File: config.mk
export PLATFORM = sky130hd
export DESIGN_NAME = opcode_sequencer
export DESIGN_NICKNAME = d
export VERILOG_FILES = /design/src/rtl/opcode_sequencer.sv
export SDC_FILE = /design/constraint.sdc
export NUM_CORES = 1
export LEC_CHECK = 0
export ABC_AREA = 1
export BUFFER_PORTS_ARGS = -buffer_cell sky130_fd_sc_hd__buf_2
export CAP_MARGIN = 20
export CORE_MARGIN = 2
export CORE_UTILIZATION = 50
export CTS_CLUSTER_DIAMETER = 200
export DETAILED_ROUTE_END_ITERATION = 6
export PLACE_DENSITY_LB_ADDON = 0.05
export SETUP_SLACK_MARGIN = 0.5
export SLEW_MARGIN = 20
export SYNTH_ARGS = -nofsm -noshare
export SYNTH_HDL_FRONTEND = slang
export SYNTH_SLANG_ARGS = --single-unit
File: constraint.sdc
create_clock -name clock -period 2.75 [get_ports clock]
set_clock_uncertainty 0.2 [all_clocks]
set_input_delay 0.275 -clock clock [delete_from_list [all_inputs] [get_ports clock]]
set_output_delay 0.275 -clock clock [all_outputs]
set_load 0.01 [all_outputs]
File: src/rtl/opcode_sequencer.sv
// ============================================================================
// Module   : opcode_sequencer
// Brief    : Plays a loadable opcode memory onto the b12 core's k/start/obs
//            inputs, one opcode per clock, with pause, abort and repetition.
// Revision : 1.0 - initial release
// ============================================================================
`default_nettype none

module opcode_sequencer #(
    parameter int DEPTH = 101,
    parameter int PCW   = 7,
    parameter int OPW   = 6
) (
    input  logic           clock,
    input  logic           reset,
    input  logic           wr_en,
    input  logic [PCW-1:0] wr_addr,
    input  logic [OPW-1:0] wr_data,
    input  logic           run,
    input  logic [PCW-1:0] len,
    input  logic [7:0]     reps,
    input  logic           pause,
    input  logic           abort,
    output logic [3:0]     k,
    output logic           start,
    output logic           obs,
    output logic           step,
    output logic [PCW-1:0] pc,
    output logic           busy,
    output logic           done
);

    localparam logic [PCW-1:0] c_depth = PCW'(DEPTH);

    typedef enum logic [1:0] {
        S_IDLE = 2'd0,
        S_PLAY = 2'd1,
        S_DONE = 2'd2
    } state_t;

    state_t         r_state, w_state;
    logic [OPW-1:0] r_mem [DEPTH];
    logic [PCW-1:0] r_len, w_len;
    logic [7:0]     r_reps, w_reps;
    logic [7:0]     r_pass, w_pass;
    logic [PCW-1:0] w_pc;
    logic [OPW-1:0] w_op;
    logic [OPW-1:0] w_rd;
    logic           w_step;

    assign w_rd = (pc < c_depth) ? r_mem[pc] : '0;
    assign busy = (r_state == S_PLAY);
    assign done = (r_state == S_DONE);

    always_ff @(posedge clock) begin
        if (!reset && !abort && wr_en && (r_state != S_PLAY) && (wr_addr < c_depth)) begin
            r_mem[wr_addr] <= wr_data;
        end
    end

    // pc == len marks "all passes issued"; the following unpaused edge enters
    // DONE, which also gives an empty program its single PLAY cycle.
    always_comb begin
        w_state = r_state;
        w_pc    = pc;
        w_op    = {obs, k, start};
        w_step  = 1'b0;
        w_len   = r_len;
        w_reps  = r_reps;
        w_pass  = r_pass;
        if (abort) begin
            w_state = S_IDLE;
            w_pc    = '0;
            w_op    = '0;
        end else begin
            case (r_state)
                S_IDLE, S_DONE: begin
                    if (run) begin
                        w_len   = (len > c_depth) ? c_depth : len;
                        w_reps  = reps;
                        w_pc    = '0;
                        w_pass  = 8'd1;
                        w_op    = '0;
                        w_state = S_PLAY;
                    end
                end
                S_PLAY: begin
                    if (!pause) begin
                        if (pc == r_len) begin
                            w_state = S_DONE;
                            w_op    = '0;
                        end else begin
                            w_op   = w_rd;
                            w_step = 1'b1;
                            if ((pc == r_len - PCW'(1)) && ((r_reps == 8'd0) || (r_pass < r_reps))) begin
                                w_pc   = '0;
                                w_pass = (r_pass == 8'hFF) ? r_pass : r_pass + 8'd1;
                            end else begin
                                w_pc = pc + PCW'(1);
                            end
                        end
                    end
                end
                default: begin
                    w_state = S_IDLE;
                    w_pc    = '0;
                    w_op    = '0;
                end
            endcase
        end
    end

    always_ff @(posedge clock) begin
        if (reset) begin
            r_state <= S_IDLE;
            pc      <= '0;
            obs     <= 1'b0;
            k       <= 4'd0;
            start   <= 1'b0;
            step    <= 1'b0;
            r_len   <= '0;
            r_reps  <= 8'd0;
            r_pass  <= 8'd0;
        end else begin
            r_state <= w_state;
            pc      <= w_pc;
            obs     <= w_op[5];
            k       <= w_op[4:1];
            start   <= w_op[0];
            step    <= w_step;
            r_len   <= w_len;
            r_reps  <= w_reps;
            r_pass  <= w_pass;
        end
    end

endmodule

`default_nettype wire

==> metrics.txt, run 1 <==
DP Wirelength 46.8 mm; mapped cell area about 0.027 mm^2; CP delay by family, top simple AND/OR/NAND/NOR gates; WP buf/inv 3; setup_tns 0 ns; Mapped Cells between 2000 and 2500; Max-slew headroom 51.9%; pin count of the biggest net entering global routing 67; num ports 50; critical path class reg -> reg; Levels on crit path 13; clk slew on worst S/H paths 0.06 ns; RD Place Congestion about 0.89; Final Setup Violations 0; Post-Syn Nets between 2000 and 3000; final cell count without fillers 3445; post-placement cell count about 3200; RSZ-0062 raised after global routing true; chip width 237 um; GR Overflow Total 0; cells on worst reg2reg path 13; final hold violation count 0; Core Rows 85; Total Power 21.7 mW; root buf cell clkbuf_16; Avg Inst Size Synth about 11 um^2; Remaining DRCs 0; Vias/cell 5.68; die area 0.0562 mm^2; Pins Over Slew Limit 0; startpoint types register; leading area contributor after synthesis edfxtp_1; Worst-Margin Slew roughly 0.72 ns; CTS max path bufs 3; VDD IR max between 0.5 and 0.6 mV; via count a little under 20000; nets between 2000 and 3000; later-pin clock latency in the skew report 0.62 ns; max frequency between 400 and 500 MHz; min Tclk post-route about 2.3 ns; P_leak 12.3 nW; initial antenna violation count 4; Pwr Density between 600 and 700 mW/mm^2; chip height 237 um; Worst path most repeated cell nand3_1; vias in the first global route 18600; GRT Total Usage 27.5%; MaxCap Viol Count 0; Initial Utilization 50.5%; share of the synthesized area in the top cell type 66.9%; Post-Route Utilization 61.8%; Sink Count 652; CP peak stage delay about 0.4 ns; ANT nets after route 0; synth warn 0; CTS tree done; final wirelength 80.1 mm; global-route wire length before repair 115 mm; CTS buffer count a little over 70; fin crit share 82.5%; sequential area share after synthesis 70.3%; arrival time of the worst setup path between 2 and 3 ns; port buffer count slightly below 50; Synth Register Bits 652; type of the most critical hold path in -> reg; crit path cell chain buf_12 > clkinv_16 > buf_16 > nand2_1 > nand3_1 > nand3_1 > nand2_1 > nand2_1 > nand3_1 > nand3_1 > nand3_1 > nand2_1 > a21oi_1; Layout area overhead 22.2%; R2R Setup Slk about 0.48 ns; area of the core ~0.054 mm^2; critical path capture point type register; drt pass-1 iters 6; status finished, final reports clean; iteration-0 DRC count of the detailed router between 2000 and 2500; Area contributors post-synth edfxtp_1 67%, nand2_1 11%, nand3_1 9.4%, dfxtp_1 3.4%, nor2_1 2.3%; CTS H-tree depth 3; drt wl/cell 23.2 um; Critical Path RT 3.05 ns; Hold Crit Depth 1; highest-delay cell along the critical path dfxtp_4; worst-path maximum fanout 23; share of layout cells above drive strength 1 between 10% and 20%; Cell variety after synth 39
[cell usage after synthesis (all sizes together)]
| cell | instances |
|---|---|
| xor2 | 7 |
| xnor2 | 8 |
| nand4 | 12 |
| and2 | 1 |
| o21a | 1 |
| o221ai | 1 |
| o21ai | 32 |
| nor2 | 167 |
| ha | 10 |
| nor3b | 3 |
| buf | 112 |
| or2 | 1 |
| clkbuf | 30 |
| a221oi | 2 |
| o22a | 5 |
| a21oi | 41 |
| nand2 | 807 |
| edfxtp | 606 |
| nor4 | 3 |
| nor3 | 8 |
| nand3 | 511 |
| inv | 52 |
| o31ai | 1 |
| dfxtp | 46 |
| a211oi | 4 |
| a31oi | 1 |
| clkinv | 4 |
[per-layer routing]
metal  wire length (um)  vias up  track usage [%]
met5                 22        -                0
met4               2350        4             10.0
met3               5770      139             5.21
met2              38700      739             44.8
met1              33200     9598             37.2
li1                   -     9073                -
[cells by family (layout without fill, tap and decap cells)]
kind of cell             Yosys count  after routing  share of synthesized area [%]
AO/OA/AOI/OAI                     88             88                           1.83
XOR/XNOR                          15             15                          0.483
adder cells (fa/ha/maj)           10             10                          0.460
buffers and inverters            198            468                           3.26
flip-flops                       652            652                           70.3
other                              0              3                              0
AND/OR/NAND/NOR                 1513           1513                           23.6
[worst reg2reg max path: stages (launching register included)]
cell       delay, ns
dfxtp_4         0.40
buf_12          0.18
clkinv_16       0.15
buf_16          0.20
nand2_1         0.09
nand3_1         0.08
nand3_1         0.14
nand2_1         0.11
nand2_1         0.08
nand3_1         0.10
nand3_1         0.13
nand3_1         0.13
nand2_1         0.11
a21oi_1         0.06
[sequential cells by signal, summed over array words and instances, names as in the netlist, named ones only]
name     cells
pc           7
r_pass       8
r_reps       8
obs          1
step         1
r_mem      606
r_state      2
k            4
start        1
r_len        7
[power breakdown]
part	internal (mW)	switching, mW
clock network	5.59	3.80
registers	10.9	0.0276
logic	0.469	0.921
[final cells by class]
class                           count  area (um^2)
Multi-Input combinational cell   1626         7640
Fill cell                        4304        20600
Clock inverter                     34          288
Timing Repair Buffer              281         2990
Clock buffer                       95         2000
Timing Repair inverter              2         38.8
Sequential cell                   652        19100
Antenna cell                        3         7.51
Inverter                           56          253
Tap cell                          696          871
[stage by stage]
step	setup slack (ns)	instance area [um^2]	hold WS, ns
after global placement	-0.0650	29200	0.268
after floorplan	0.606	27200	0.153
after detailed placement	-0.0885	29200	0.267
after CTS	0.502	32300	0.00678
after global routing	0.365	33200	0.00921
final	0.483	33200	0.00570
[cells in the final DEF, fill, tap and decap left out, types with 9 or more instances in the layout]
cell and instances:
nand3_2 35, o21ai_0 27, clkbuf_1 17, clkinv_2 12, nand4_1 12, edfxtp_1 606, buf_4 149, clkinv_1 16
nor2_1 145, nor2_2 16, inv_2 9, clkbuf_16 93, a21oi_1 33, inv_1 39, dfxtp_1 39, nand2_1 779
buf_16 18, nand2_2 27, ha_1 9, buf_2 43, nand3_1 471, dlygate4sd3_1 26, buf_12 19
[timing repair]
| action | 4_1_cts | 5_1_grt |
|---|---|---|
| hold buffers | 26 | 0 |
| setup buffers | 7 | 11 |
| endpoints found under the setup margin | 470 | 190 |
| gates cloned | 9 | 19 |
| gates resized for setup | 49 | 128 |
| pin swaps | 0 | 30 |
| endpoints found under the hold margin | 99 | 0 |
[path summary, 6_finish.rpt]
kind	end	start
max reg2reg	k[1]	register
min reg2reg	k[2]	k[2]
max	k[1]	register
min	r_mem[39][3]	wr_data[3]
(Power assumes the default switching activity.)
==> inputs of run 2 (changes only) <==
Settings changed: ABC_AREA 1 to 0.
Clock period 2.75 ns to 2.1 ns, I/O delays scaled along.
==> run 2 against run 1 <==
The run now ends with negative setup slack left. Worst hold slack better by 0.054 ns. Via count down 23%. Synthesized cell count down 42%. Cell area up 3.7%. First-iteration DRC count down 36%. Routed wire length down 18%. Sequential share of layout area down 1.9 points. Combinational power up 8%. Non-clock buffer count up 130. Global-route usage down 2.6 points. Clock power up 27%.
==> metrics.txt, run 2 <==
Worst Hold Launch pause; most common cell after layout, fill and taps aside edfxtp_1; RD Place Congestion 0.822 (-7.4%); final cell count without fillers 2590 (-25%); later-pin clock latency in the skew report 0.60 ns (-0.02 ns); critical path class reg -> reg; arrival time of the worst setup path 2.76 ns (+0.19 ns); Sink Count 652 (unchanged); cells on worst reg2reg path 7 (-6); iteration-0 DRC count of the detailed router 1312 (-36%); largest registers r_mem: 606 flops, r_pass: 8 flops, r_reps: 8 flops; port buffer count 49 (unchanged); diode count 0 (-3); synth warn 0 (unchanged); Hold Path Sink k[2]; chip width 232 um (-2.2%); root buf cell clkbuf_16; Core Rows 83 (-2.4%); Avg Inst Size Synth 18.0 um^2 (+64%); critical path capture point type register; Largest register FFs 606 (unchanged); post-placement cell count 2378 (-27%); MaxCap Viol Count 0 (unchanged); Pwr Density 802 mW/mm^2 (+23%); leading area contributor after synthesis edfxtp_1; pin count of the biggest net entering global routing 102 (+52%); ys async rst share 0% (unchanged); Final Cell Area 0.0345 mm^2 (+3.7%); Hold Crit Depth 5 (+4); DP Wirelength 40.3 mm (-14%); chip height 232 um (-2.2%); CTS tree done; ANT nets after route 0 (unchanged); Area contributors post-synth edfxtp_1 70%, mux4_2 11%, dfxtp_1 3.5%, mux2i_1 2.3%, nor2_1 1.9%; most frequent cells in the layout 606 x edfxtp_1, 194 x buf_4, 127 x mux4_2, 102 x nor2_4, 101 x buf_6; Remaining DRCs 0 (unchanged); Total Power 27.7 mW (+28%); final hold violation count 0 (unchanged); global-route wire length before repair 97.5 mm (-15%); Area after DPL 0.0297 mm^2 (+2.0%); Initial Utilization 50.6% (+0.057 points); Adder-Cell Fraction of Synth Area 0.481% (+0.021 points); die area 0.0538 mm^2 (-4.3%); RSZ-0062 raised after global routing true; crit path cell chain buf_12 > buf_12 > buf_16 > mux4_2 > mux4_2 > a211oi_4 > a221oi_2; Synth Register Bits 652 (unchanged); Worst-Margin Slew 1.05 ns (+0.325 ns); CTS buffer count 70 (-2.8%); share of the synthesized area in the top cell type 70.0% (+3.1 points); share of layout cells above drive strength 1 45.5% (+28 points); area of the core 0.0514 mm^2 (-4.5%); R2R Setup Slk -0.37 ns (-0.86 ns); status finished, violations left; largest family of logic cells by synthesized area multiplexers; Post-Synth XOR/XNOR Area 0.679% (+0.20 points); CTS H-tree depth 3 (unchanged); highest-delay cell along the critical path mux4_2; initial antenna violation count 0 (-4); vias in the first global route 15300 (-18%); reg2reg end k[3]; drt pass-1 iters 7 (+1); Cell variety after synth 62 (+59%); GRT Total Usage 24.9% (-2.6 points); VDD IR max 0.720 mV (+36%); drt wl/cell 25.5 um (+9.7%); sequential area share after synthesis 73.5% (+3.2 points); final wirelength 66.0 mm (-18%); via count 15100 (-23%); startpoint types register; Biggest register r_mem; Post-Route Utilization 67.0% (+5.3 points); Vias/cell 5.82 (+2.6%); mux share of post-synthesis cell area 13.6% (+14 points); CP peak stage delay 0.56 ns (+0.16 ns); most frequent cell after synthesis edfxtp_1; main flop type after synthesis edfxtp_1; max frequency 404 MHz (-8.4%); fin crit share 118% (+35 points); Mapped Cells 1444 (-42%); Placement Setup Slack -0.536 ns (-0.448 ns); Fin Hold WS 0.0602 ns (+0.0545 ns); Pins Over Slew Limit 0 (unchanged); number of flops mapped to enable cells by yosys 606 (unchanged); num ports 50 (unchanged); Post-Syn Nets 1488 (-41%); post-synthesis simple-gate area fraction 5.99% (-18 points); Layout area overhead 32.5%; worst-path maximum fanout 7 (-70%); clk slew on worst S/H paths 0.06 ns (about the same); Commonest cells post-synth 606 x edfxtp_1, 131 x nor2_1, 127 x mux4_2; nets 1897 (-31%); setup ws final -0.375 ns (-0.857 ns); failing checks negative setup slack; Critical Path RT 2.39 ns (-0.66 ns); Synth Area in Compound Gates 4.20% (+2.4 points); CTS max path bufs 3 (unchanged); GR Overflow Total 0 (unchanged); Final Setup Violations 413 (+413); Max-slew headroom 30.2% (-22 points); min Tclk post-route 2.47 ns (+0.207 ns); type of the most critical hold path in -> reg; mapped cell area 0.0260 mm^2 (-4.4%); P_leak 11.0 nW (-10%); setup_tns -39.15 ns (-39.15 ns)
==> run 2: cell count changes in the layout (fill, tap and decap cells not counted), sizes merged, moves of 20 or more <==
cell / change
nand2: -739
nand3: -491
buf: +141
mux4: +127
mux2i: +59
inv: -38
nor2: -36
o22ai: +20
==> run 2: kinds of logic (layout without fill, tap and decap cells) <==
group,after synthesis,count (layout)
AOI/OAI and AO/OA,159,160
muxes,193,193
adders and majority gates,10,10
buffers and inverters,90,555
DFF,652,652
and+or+nand+nor,322,322
xor gates and xnor gates,18,18
==> run 2: per-layer routing <==
metal | vias to the layer above | global-route usage (%) | wire length [um]
li1 | 6682 | - | -
met1 | 7878 | 34.8 | 28300
met2 | 431 | 40.4 | 32600
met3 | 94 | 4.74 | 3650
met4 | 0 | 7.03 | 1500
met5 | - | 0 | 0
==> run 2: worst max path at each step <==
stage / startpoint / to / slack (ns) / cells past startpoint
final: register / k[3] / -0.37 / 7
after floorplan: r_len[1] / r_pass[2] / -0.32 / 9
after detailed placement: register / k[0] / -0.54 / 8
after global placement: register / k[0] / -0.52 / 8
after CTS: register / k[3] / -0.36 / 10
after global routing: register / k[3] / -0.45 / 10
==> run 2: final cells by class <==
type / count / area [um^2]
tap: 680 / 851
fill: 3426 / 17000
multi-input combinational: 703 / 8040
inverter: 15 / 63.8
sequential: 652 / 19200
clock inverter: 37 / 269
timing repair buffer: 411 / 4100
clock buffer: 92 / 1960
==> run 2: critical path, delay by kind of cell (launching register included) <==
family	cells	cell delay (ns)
flip-flops	1	0.37
multiplexers	2	1.05
buffers and inverters	3	0.41
AO/OA/AOI/OAI	2	0.32
==> run 2: where the power goes <==
| part | leakage, nW | total, mW | internal [mW] | switching (mW) |
|---|---|---|---|---|
| Clock | 1.09 | 11.9 | 6.96 | 4.96 |
| Sequential | 5.83 | 14.2 | 14.2 | 0.0299 |
| Combinational | 4.12 | 1.50 | 0.693 | 0.812 |
| Total | 11.0 | 27.7 | 21.9 | 5.80 |
==> run 2: timing repair <==
| item | 4_1_cts | 5_1_grt |
|---|---|---|
| cloned | 5 | 4 |
| endpoints found under the hold margin | 231 | 0 |
| hold buffers | 27 | 0 |
| pin swaps | 56 | 40 |
| resized for setup | 259 | 132 |
| endpoints found under the setup margin | 661 | 661 |
| buffers inserted | 23 | 24 |
